`config.mk`:
```
export PLATFORM = sky130hd
export DESIGN_NAME = demux_1to2_stream_flat
export DESIGN_NICKNAME = d
export VERILOG_FILES = /design/src/rtl/demux_1to2_stream_pkg.sv /design/src/rtl/demux_1to2_stream_if.sv /design/src/rtl/demux_1to2_stream_out_slot.sv /design/src/rtl/demux_1to2_stream.sv /design/src/flat_wrapper.sv
export SDC_FILE = /design/constraint.sdc
export NUM_CORES = 1
export LEC_CHECK = 0
export CAP_MARGIN = 0
export CORE_MARGIN = 2
export CORE_UTILIZATION = 41
export DETAILED_ROUTE_END_ITERATION = 7
export PLACE_DENSITY = 0.77
export SYNTH_ARGS = -nofsm -noshare
export SYNTH_HDL_FRONTEND = slang
export SYNTH_HIERARCHICAL = 1
export SYNTH_SLANG_ARGS = --single-unit
```
`constraint.sdc`:
```
create_clock -name clk -period 2.3 [get_ports clk]
set_input_delay 0.575 -clock clk [delete_from_list [all_inputs] [get_ports clk]]
set_output_delay 0.575 -clock clk [all_outputs]
set_load 0.05 [all_outputs]
```
`src/rtl/demux_1to2_stream_pkg.sv`:
```
// Shared types and constants for the 1:2 stream demultiplexer.
// Optional packet statistics are enabled with DEMUX_1TO2_STATS_EN.
package demux_pkg;

    typedef enum logic [1:0] {
        IDLE   = 2'd0,
        ROUTE0 = 2'd1,
        ROUTE1 = 2'd2
    } route_state_t;

    localparam int STATS_W = 16;

endpackage

```
`src/rtl/demux_1to2_stream_if.sv`:
```
// Stream bundle for demux_1to2_stream: one input stream and two output streams.
// The slave modport is the demux view; the master modport is the producer/consumer view.
interface demux_1to2_stream_if #(
    parameter int n = 8
);
    logic         en;
    logic         sel;
    logic [n-1:0] d;
    logic         d_valid;
    logic         d_last;
    logic         d_ready;
    logic [n-1:0] q0;
    logic         q0_valid;
    logic         q0_last;
    logic         q0_ready;
    logic [n-1:0] q1;
    logic         q1_valid;
    logic         q1_last;
    logic         q1_ready;

    modport slave (
        input  en, sel, d, d_valid, d_last, q0_ready, q1_ready,
        output d_ready, q0, q0_valid, q0_last, q1, q1_valid, q1_last
    );

    modport master (
        output en, sel, d, d_valid, d_last, q0_ready, q1_ready,
        input  d_ready, q0, q0_valid, q0_last, q1, q1_valid, q1_last
    );
endinterface

```
`src/rtl/demux_1to2_stream_out_slot.sv`:
```
// One-entry output register slice holding data/last/valid for one demux output.
// A load in the same cycle as a drain replaces the beat and keeps valid high.
module out_slot #(
    parameter int n = 8
) (
    input  logic         clk,
    input  logic         rst,
    input  logic         i_load,
    input  logic [n-1:0] i_data,
    input  logic         i_last,
    input  logic         i_ready,
    output logic [n-1:0] o_data,
    output logic         o_last,
    output logic         o_valid,
    output logic         o_can_accept
);
    logic [n-1:0] r_data;
    logic         r_last;
    logic         r_valid;

    always_ff @(posedge clk) begin
        if (rst) begin
            r_data  <= '0;
            r_last  <= 1'b0;
            r_valid <= 1'b0;
        end else if (i_load) begin
            r_data  <= i_data;
            r_last  <= i_last;
            r_valid <= 1'b1;
        end else if (r_valid && i_ready) begin
            r_valid <= 1'b0;
        end
    end

    assign o_data       = r_data;
    assign o_last       = r_last;
    assign o_valid      = r_valid;
    assign o_can_accept = !r_valid || i_ready;
endmodule

```
`src/rtl/demux_1to2_stream.sv`:
```
// Registered 1:2 packet demultiplexer; route is latched from sel on each packet's first beat.
// Define DEMUX_1TO2_STATS_EN to add per-output completed-packet counters.
module demux_1to2_stream
    import demux_pkg::*;
#(
    parameter int n = 8
) (
    input  logic                clk,
    input  logic                rst,
    demux_1to2_stream_if.slave  bus
`ifdef DEMUX_1TO2_STATS_EN
    ,
    output logic [STATS_W-1:0]  pkt_cnt0,
    output logic [STATS_W-1:0]  pkt_cnt1
`endif
);
    route_state_t r_state;
    route_state_t w_state_next;
    logic         w_target;
    logic         w_can0;
    logic         w_can1;
    logic         w_accept;
    logic         w_load0;
    logic         w_load1;

    // Mid-packet the route is locked; sel only matters while idle.
    always_comb begin
        w_target = 1'b0;
        case (r_state)
            IDLE:    w_target = bus.sel;
            ROUTE1:  w_target = 1'b1;
            default: w_target = 1'b0;
        endcase
    end

    assign bus.d_ready = bus.en && !rst && (w_target ? w_can1 : w_can0);
    assign w_accept    = bus.d_valid && bus.d_ready;
    assign w_load0     = w_accept && !w_target;
    assign w_load1     = w_accept && w_target;

    always_ff @(posedge clk) begin
        if (rst) begin
            r_state <= IDLE;
        end else begin
            r_state <= w_state_next;
        end
    end

    always_comb begin
        w_state_next = r_state;
        if (w_accept) begin
            case (r_state)
                IDLE: begin
                    if (!bus.d_last) begin
                        w_state_next = bus.sel ? ROUTE1 : ROUTE0;
                    end
                end
                ROUTE0, ROUTE1: begin
                    if (bus.d_last) begin
                        w_state_next = IDLE;
                    end
                end
                default: w_state_next = IDLE;
            endcase
        end
    end

    out_slot #(.n(n)) u_slot0 (
        .clk          (clk),
        .rst          (rst),
        .i_load       (w_load0),
        .i_data       (bus.d),
        .i_last       (bus.d_last),
        .i_ready      (bus.q0_ready),
        .o_data       (bus.q0),
        .o_last       (bus.q0_last),
        .o_valid      (bus.q0_valid),
        .o_can_accept (w_can0)
    );

    out_slot #(.n(n)) u_slot1 (
        .clk          (clk),
        .rst          (rst),
        .i_load       (w_load1),
        .i_data       (bus.d),
        .i_last       (bus.d_last),
        .i_ready      (bus.q1_ready),
        .o_data       (bus.q1),
        .o_last       (bus.q1_last),
        .o_valid      (bus.q1_valid),
        .o_can_accept (w_can1)
    );

`ifdef DEMUX_1TO2_STATS_EN
    logic [STATS_W-1:0] r_cnt0;
    logic [STATS_W-1:0] r_cnt1;

    always_ff @(posedge clk) begin
        if (rst) begin
            r_cnt0 <= '0;
            r_cnt1 <= '0;
        end else begin
            if (bus.q0_valid && bus.q0_ready && bus.q0_last) r_cnt0 <= r_cnt0 + 1'b1;
            if (bus.q1_valid && bus.q1_ready && bus.q1_last) r_cnt1 <= r_cnt1 + 1'b1;
        end
    end

    assign pkt_cnt0 = r_cnt0;
    assign pkt_cnt1 = r_cnt1;
`endif
endmodule

```
`src/flat_wrapper.sv`:
```
// flat-port wrapper written by rule: the top's interface ports become plain ports
module demux_1to2_stream_flat import demux_pkg::*;
#(
    parameter int n = 8
)
  (clk, rst, bus_en, bus_sel, bus_d, bus_d_valid, bus_d_last, bus_q0_ready, bus_q1_ready, bus_d_ready, bus_q0, bus_q0_valid, bus_q0_last, bus_q1, bus_q1_valid, bus_q1_last);
  demux_1to2_stream_if #(.n(n)) bus_i ();
  input  logic clk;
  input  logic rst;
  input wire logic [$bits(bus_i.en)-1:0] bus_en;
  input wire logic [$bits(bus_i.sel)-1:0] bus_sel;
  input wire logic [$bits(bus_i.d)-1:0] bus_d;
  input wire logic [$bits(bus_i.d_valid)-1:0] bus_d_valid;
  input wire logic [$bits(bus_i.d_last)-1:0] bus_d_last;
  input wire logic [$bits(bus_i.q0_ready)-1:0] bus_q0_ready;
  input wire logic [$bits(bus_i.q1_ready)-1:0] bus_q1_ready;
  output wire logic [$bits(bus_i.d_ready)-1:0] bus_d_ready;
  output wire logic [$bits(bus_i.q0)-1:0] bus_q0;
  output wire logic [$bits(bus_i.q0_valid)-1:0] bus_q0_valid;
  output wire logic [$bits(bus_i.q0_last)-1:0] bus_q0_last;
  output wire logic [$bits(bus_i.q1)-1:0] bus_q1;
  output wire logic [$bits(bus_i.q1_valid)-1:0] bus_q1_valid;
  output wire logic [$bits(bus_i.q1_last)-1:0] bus_q1_last;
  assign bus_i.en = bus_en;
  assign bus_i.sel = bus_sel;
  assign bus_i.d = bus_d;
  assign bus_i.d_valid = bus_d_valid;
  assign bus_i.d_last = bus_d_last;
  assign bus_i.q0_ready = bus_q0_ready;
  assign bus_i.q1_ready = bus_q1_ready;
  assign bus_d_ready = bus_i.d_ready;
  assign bus_q0 = bus_i.q0;
  assign bus_q0_valid = bus_i.q0_valid;
  assign bus_q0_last = bus_i.q0_last;
  assign bus_q1 = bus_i.q1;
  assign bus_q1_valid = bus_i.q1_valid;
  assign bus_q1_last = bus_i.q1_last;
  demux_1to2_stream #(.n(n)) u_core (.clk(clk), .rst(rst), .bus(bus_i));
endmodule
```
======== Yosys cells after proc, flatten, opt, wreduce, memory -nomap -nowiden ========
Cells that the tools add are included.
storage, ports and cells
  bits in registers ....................... 22
  bits of input ports ..................... 16
  output and inout port bits .............. 21
  logic and storage cells ................. 39
cells by class
  eq/ne operators ......................... 4
  multiplexer cells ....................... 10
  reductions and logical operators ........ 18
operators by type and width
  kind                  number
  $logic_and A1 B1 Y1   7
  $mux W2               3
  $mux W1               5
  $logic_not A1 Y1      4
  $ne A2 B2 Y1 const B  2
  $pmux W2 S2           1
  $reduce_bool A2 Y1    2
  $reduce_and A3 Y1     1
  $eq A2 B1 Y1 const B  1
  $eq A2 B2 Y1 const B  1
  $logic_not A2 Y1      1
  $logic_or A1 B1 Y1    2
  $pmux W1 S2           1
  $reduce_or A2 Y1      1

======== Depth between registers and ports, before layout ========
  word-level depth ........................ 7
  mapped depth ............................ 9
  gate-level depth less buffers ........... 8

======== Cells and area by module ========
The synthesis kept the hierarchy.
modules (own cells, without submodules)
  module             times used  cells each  area each (µm²)  seq. area each (µm²)
  out_slot           2           33          355.3            200.2
  demux_1to2_stream  1           22          178.9            40.0

======== Worst setup path before layout ========
No wires, ideal clock.
  path kind ............................... reg2reg
  start ................................... register u_core.r_state[0]
  end ..................................... register u_core.u_slot0.r_data[0], in the netlist u_core/u_slot0/o_data[0]
  setup time .............................. 0.118 ns
  arrival ................................. 2.425 ns
  required time ........................... 2.182 ns
  slack ................................... -0.243 ns
  stages on the path, launching flop included .. 10
  buffers on the path ..................... 1
  period minus slack after synthesis ...... 2.543 ns
  path through ............................ dfxtp_1 -> inv_1 -> ha_1 -> a21oi_2 -> mux2_4 -> nor2_1 -> and3_2 -> buf_6 -> mux2i_1 -> nor2_1
between the ends
  word-level cells in the longest chain between the ends .. 6
  elaborated cells between the ends (all ways) .. 8
  classes of those cells .................. eq/ne: 1; mux: 2; reduce/logical: 5
RTL lines
  what                                              line                              source
  start: declaration                                demux_1to2_stream.sv:17           route_state_t r_state;
  start signal: assignment                          demux_1to2_stream.sv:45           r_state <= w_state_next;
  $eq A2 B2 Y1 or $logic_not A2 Y1 (tied branches)  demux_1to2_stream.sv:29           case (r_state)
  $pmux W1 S2 (*)                                   demux_1to2_stream.sv:29
  $mux W1 (*)                                       demux_1to2_stream.sv:36           assign bus.d_ready = bus.en && !rst && (w_target ? w_can1 : w_can0);
  $logic_and A1 B1 Y1 (*)                           demux_1to2_stream.sv:36
  named net bus_d_ready                             flat_wrapper.sv:17                output wire logic [$bits(bus_i.d_ready)-1:0] bus_d_ready;
  $logic_and A1 B1 Y1 (*)                           demux_1to2_stream.sv:37           assign w_accept = bus.d_valid && bus.d_ready;
  $logic_and A1 B1 Y1 (*)                           demux_1to2_stream.sv:38           assign w_load0 = w_accept && !w_target;
  named net u_core.w_load0                          demux_1to2_stream.sv:23           logic w_load0;
  end signal: assignment                            demux_1to2_stream_out_slot.sv:27  r_data <= i_data;
  end: declaration                                  demux_1to2_stream_out_slot.sv:17  logic [n-1:0] r_data;
The timed path passes the listed nets; every way through them passes the cells marked *.
A chain may end at the register's enable or synchronous reset.

======== Final worst setup path ========
  start ................................... input bus_en
  end ..................................... output bus_d_ready
between the ends
  word-level cells in the longest chain between the ends .. 2
RTL lines
  what                              line                     source
  start: declaration                flat_wrapper.sv:10       input wire logic [$bits(bus_i.en)-1:0] bus_en;
  $logic_and A1 B1 Y1 (2 in a row)  demux_1to2_stream.sv:36
  end: declaration                  flat_wrapper.sv:17
No other way between the ends.

==> run_results.csv <==
group,metric,value,unit
worst_setup_path,r2r_slack,0.28,ns
yosys,synth_area,889.6,µm²
cells_and_area,final_layout_size_suffix_gt1_share,21.05,%
worst_setup_path,cpPeakStageDelay,0.50,ns
route,drc,0,
floorplan,die_y,50.58,µm
floorplan,die_w,50.58,µm
placement,hpwl,1458,µm
yosys,synth.avg_cell_area,10.11,µm²
grt,grt_pass1_vias,729,
placement,io_buffers,36,
timing,fin_ws,0.03521,ns
timing,tightest_slew,0.5156,ns
min_path,min_path_type,"reg2reg",
timing,finalHoldViolCount,0,
cells_and_area,multi_input_area,455.4,µm²
route,antenna_left,0,
floorplan,ioPinCount,37,
cts,cts.sinks,22,
yosys,synth_cells,88,
worst_setup_path,cp-endpoint,"bus_d_ready",
power,power_frac_comb,22.2,%
grt,grt_pass1_wl,3167,µm
status,status,"completed",
timing,min_period,2.265,ns
power,p_leak,0.5317,nW
cells_and_area,final_common_cell,"clkdlybuf4s50_1",
yosys,synth-seq-cells,22,
power,p_per_area,542.1,nW/µm²
cts,cts_tree,"built",
yosys,yosys_warnings,6,
cells_and_area,nFillCells,158,
yosys,synth.area.top_cells,"dfxtp_1, mux2i_1, nor2_1",
floorplan,num_rows,16,
yosys,yosysTopAreaCell,"dfxtp_1",
timing,fin_skew,0.002101,ns
yosys,synthDistinctLibCells,17,
worst_setup_path,r2r_start,"u_core/r_state[1]$_SDFFE_PP0P_",
grt,grt.overflow.total,0,
worst_setup_path,critPathMaxFanout,2,
power,switching_share,26.30,%
timing,finalCritPeriodShare,98.47,%
worst_setup_path,crit_required,1.73,ns
yosys,synth_top_cell_area_share,49.51,%
timing,hold_slack,0.5023,ns
cts,numCtsBuffers,3,
placement,gp_congestion,0.6794,
worst_setup_path,cp-startpoint,"bus_en",
worst_setup_path,r2r_end,"u_core/r_state[0]$_SDFFE_PP0P_",
floorplan,start_util,44.44,%
power,p_sw,0.2039,mW
yosys,ys_seq_area_share,49.51,%
route,routed_via_density,4.694,
route,firstDrtPassIters,4,
route,finalWirelength,2069,µm
timing,setup_tns,0,ns
cells_and_area,antenna_cells,0,
worst_setup_path,cp_cell_sequence,"clkdlybuf4s50_1 > nand2_2 > mux2_4 > nor2_4 > buf_12",
grt,track_usage,16.11,%
timing,fmax,441.5,MHz
placement,pre_cts_ws,-0.2142,ns
job,maxCapViolCount,0,
power,p_seq_share,51.5,%
power,internal_power,0.5714,mW
cells_and_area,final_cell_mix,"clkdlybuf4s50_1, dfxtp_1, mux2i_1",
timing,slew_viol_final,0,
grt,grt_max_degree,23,
cells_and_area,area_growth,60.76,%
worst_setup_path,path_class,"in2out",
route,post_drt_wl_per_cell,12.93,µm
yosys,syn_nets,106,
worst_setup_path,r2r_cells,7,
route,via_count,751,
cts,clkSlewWorstSetupHoldPaths,0.11,ns
power,vdd_drop_max,0.4241,mV
cts,cts_root_buf,"clkbuf_4",
cts,clk_latency,0.29,ns
worst_setup_path,start_kind,"input pin",
cells_and_area,nets,152,
route,drt_iter0_markers,6,
cells_and_area,seq_area,442.9,µm²
power,clockPowerShare,26.4,%
cells_and_area,post-route-util,71.44,%
grt,antenna_found_initial,0,
worst_setup_path,worst_setup_path_end_kind,"output pin",
floorplan,coreArea,2002,µm²
worst_setup_path,cp_slowest_cell,"clkdlybuf4s50_1",
worst_setup_path,crit_arrival,1.69,ns
floorplan,die_area,2558,µm²
cts,htreeDepth,1,
timing,max_slew_margin,65.52,%
timing,setup_viol,0,
cts,clockBufferDepth,2,
-- state kept, by name, summed over array words and instances, names as in the netlist --
register / count
u_core/u_slot1/o_data: 8
u_core/r_state: 2
u_core/u_slot0/o_valid: 1
u_core/u_slot0/o_last: 1
u_core/u_slot1/o_valid: 1
u_core/u_slot1/o_last: 1
u_core/u_slot0/o_data: 8
-- synthesized netlist by cell type --
master    number
a21oi_1        4
a21oi_2        1
and3_2         1
buf_6          2
clkbuf_2       2
dfxtp_1       22
ha_1           2
inv_1          4
mux2_4         1
mux2i_1       19
nand2_1        4
nand2b_1       2
nor2_1        19
nor4b_1        1
o21ai_0        2
or3_2          1
or4b_1         1
-- cells by family after synthesis --
| family | after synthesis | share of synthesized area, % |
|---|---|---|
| flops | 22 | 49.51 |
| compound gates | 7 | 4.360 |
| fa+ha+maj | 2 | 2.812 |
| simple gates | 29 | 14.91 |
| buf+inv | 8 | 5.344 |
| mux | 20 | 23.07 |
-- routing by layer --
layer	vias up	part of all wire [%]	track usage, %
met2	26	47	27.63
met5	-	0	0
met4	0	0	4.054
met1	340	46	19.85
li1	385	-	-
met3	0	7.7	4.464
-- repair_timing --
action	CTS	global route
hold buffers	0	0
endpoints found under the setup margin	1	1
buffers inserted	0	0
gates resized for setup	10	4
pin swaps	3	2
-- worst min-delay path by stage --
stage / cells past startpoint / to / startpoint / slack [ns]
after floorplan: 2 / u_core/r_state[0]$_SDFFE_PP0P_ / u_core/r_state[0]$_SDFFE_PP0P_ / 0.44
after global placement: 2 / u_core/r_state[0]$_SDFFE_PP0P_ / u_core/r_state[0]$_SDFFE_PP0P_ / 0.46
after detailed placement: 2 / u_core/u_slot1/o_data[1]$_SDFFE_PP0P_ / u_core/u_slot1/o_data[1]$_SDFFE_PP0P_ / 0.49
after CTS: 2 / u_core/r_state[1]$_SDFFE_PP0P_ / u_core/r_state[1]$_SDFFE_PP0P_ / 0.50
after global routing: 2 / u_core/r_state[1]$_SDFFE_PP0P_ / u_core/r_state[1]$_SDFFE_PP0P_ / 0.52
final: 2 / u_core/r_state[1]$_SDFFE_PP0P_ / u_core/r_state[1]$_SDFFE_PP0P_ / 0.50
-- metrics by stage --
| step | cells | total power, mW | area, µm² |
|---|---|---|---|
| after global placement | 156 | 0.5664 | 1350 |
| after CTS | 160 | 0.7798 | 1410 |
| after detailed placement | 156 | 0.5700 | 1350 |
| final | 160 | 0.7753 | 1430 |
| after global routing | 160 | 0.8090 | 1430 |
| after floorplan | 88 | 0.4937 | 892.1 |
-- final cells by class --
class	count	share of cell area, %
Sequential cell	22	30.97
Timing Repair Buffer	45	31.23
Clock buffer	4	2.537
Inverter	4	1.050
Multi-Input combinational cell	58	31.85
Tap cell	27	2.362
-- worst max-delay path, delay by kind of cell --
family,cells,cell delay (ns)
buffers and inverters,2,0.64
muxes,1,0.29
and+or+nand+nor,2,0.18
-- power groups by stage --
stage | Clock (mW) | Combinational [mW] | Sequential, mW
6_report | 0.204 | 0.172 | 0.399
5_1_grt | 0.227 | 0.181 | 0.401
4_1_cts | 0.214 | 0.167 | 0.399
3_5_place_dp | 0 | 0.164 | 0.406
3_3_place_gp | 0 | 0.161 | 0.406
2_1_floorplan | 0 | 0.0551 | 0.439
(Power assumes the default switching activity.)
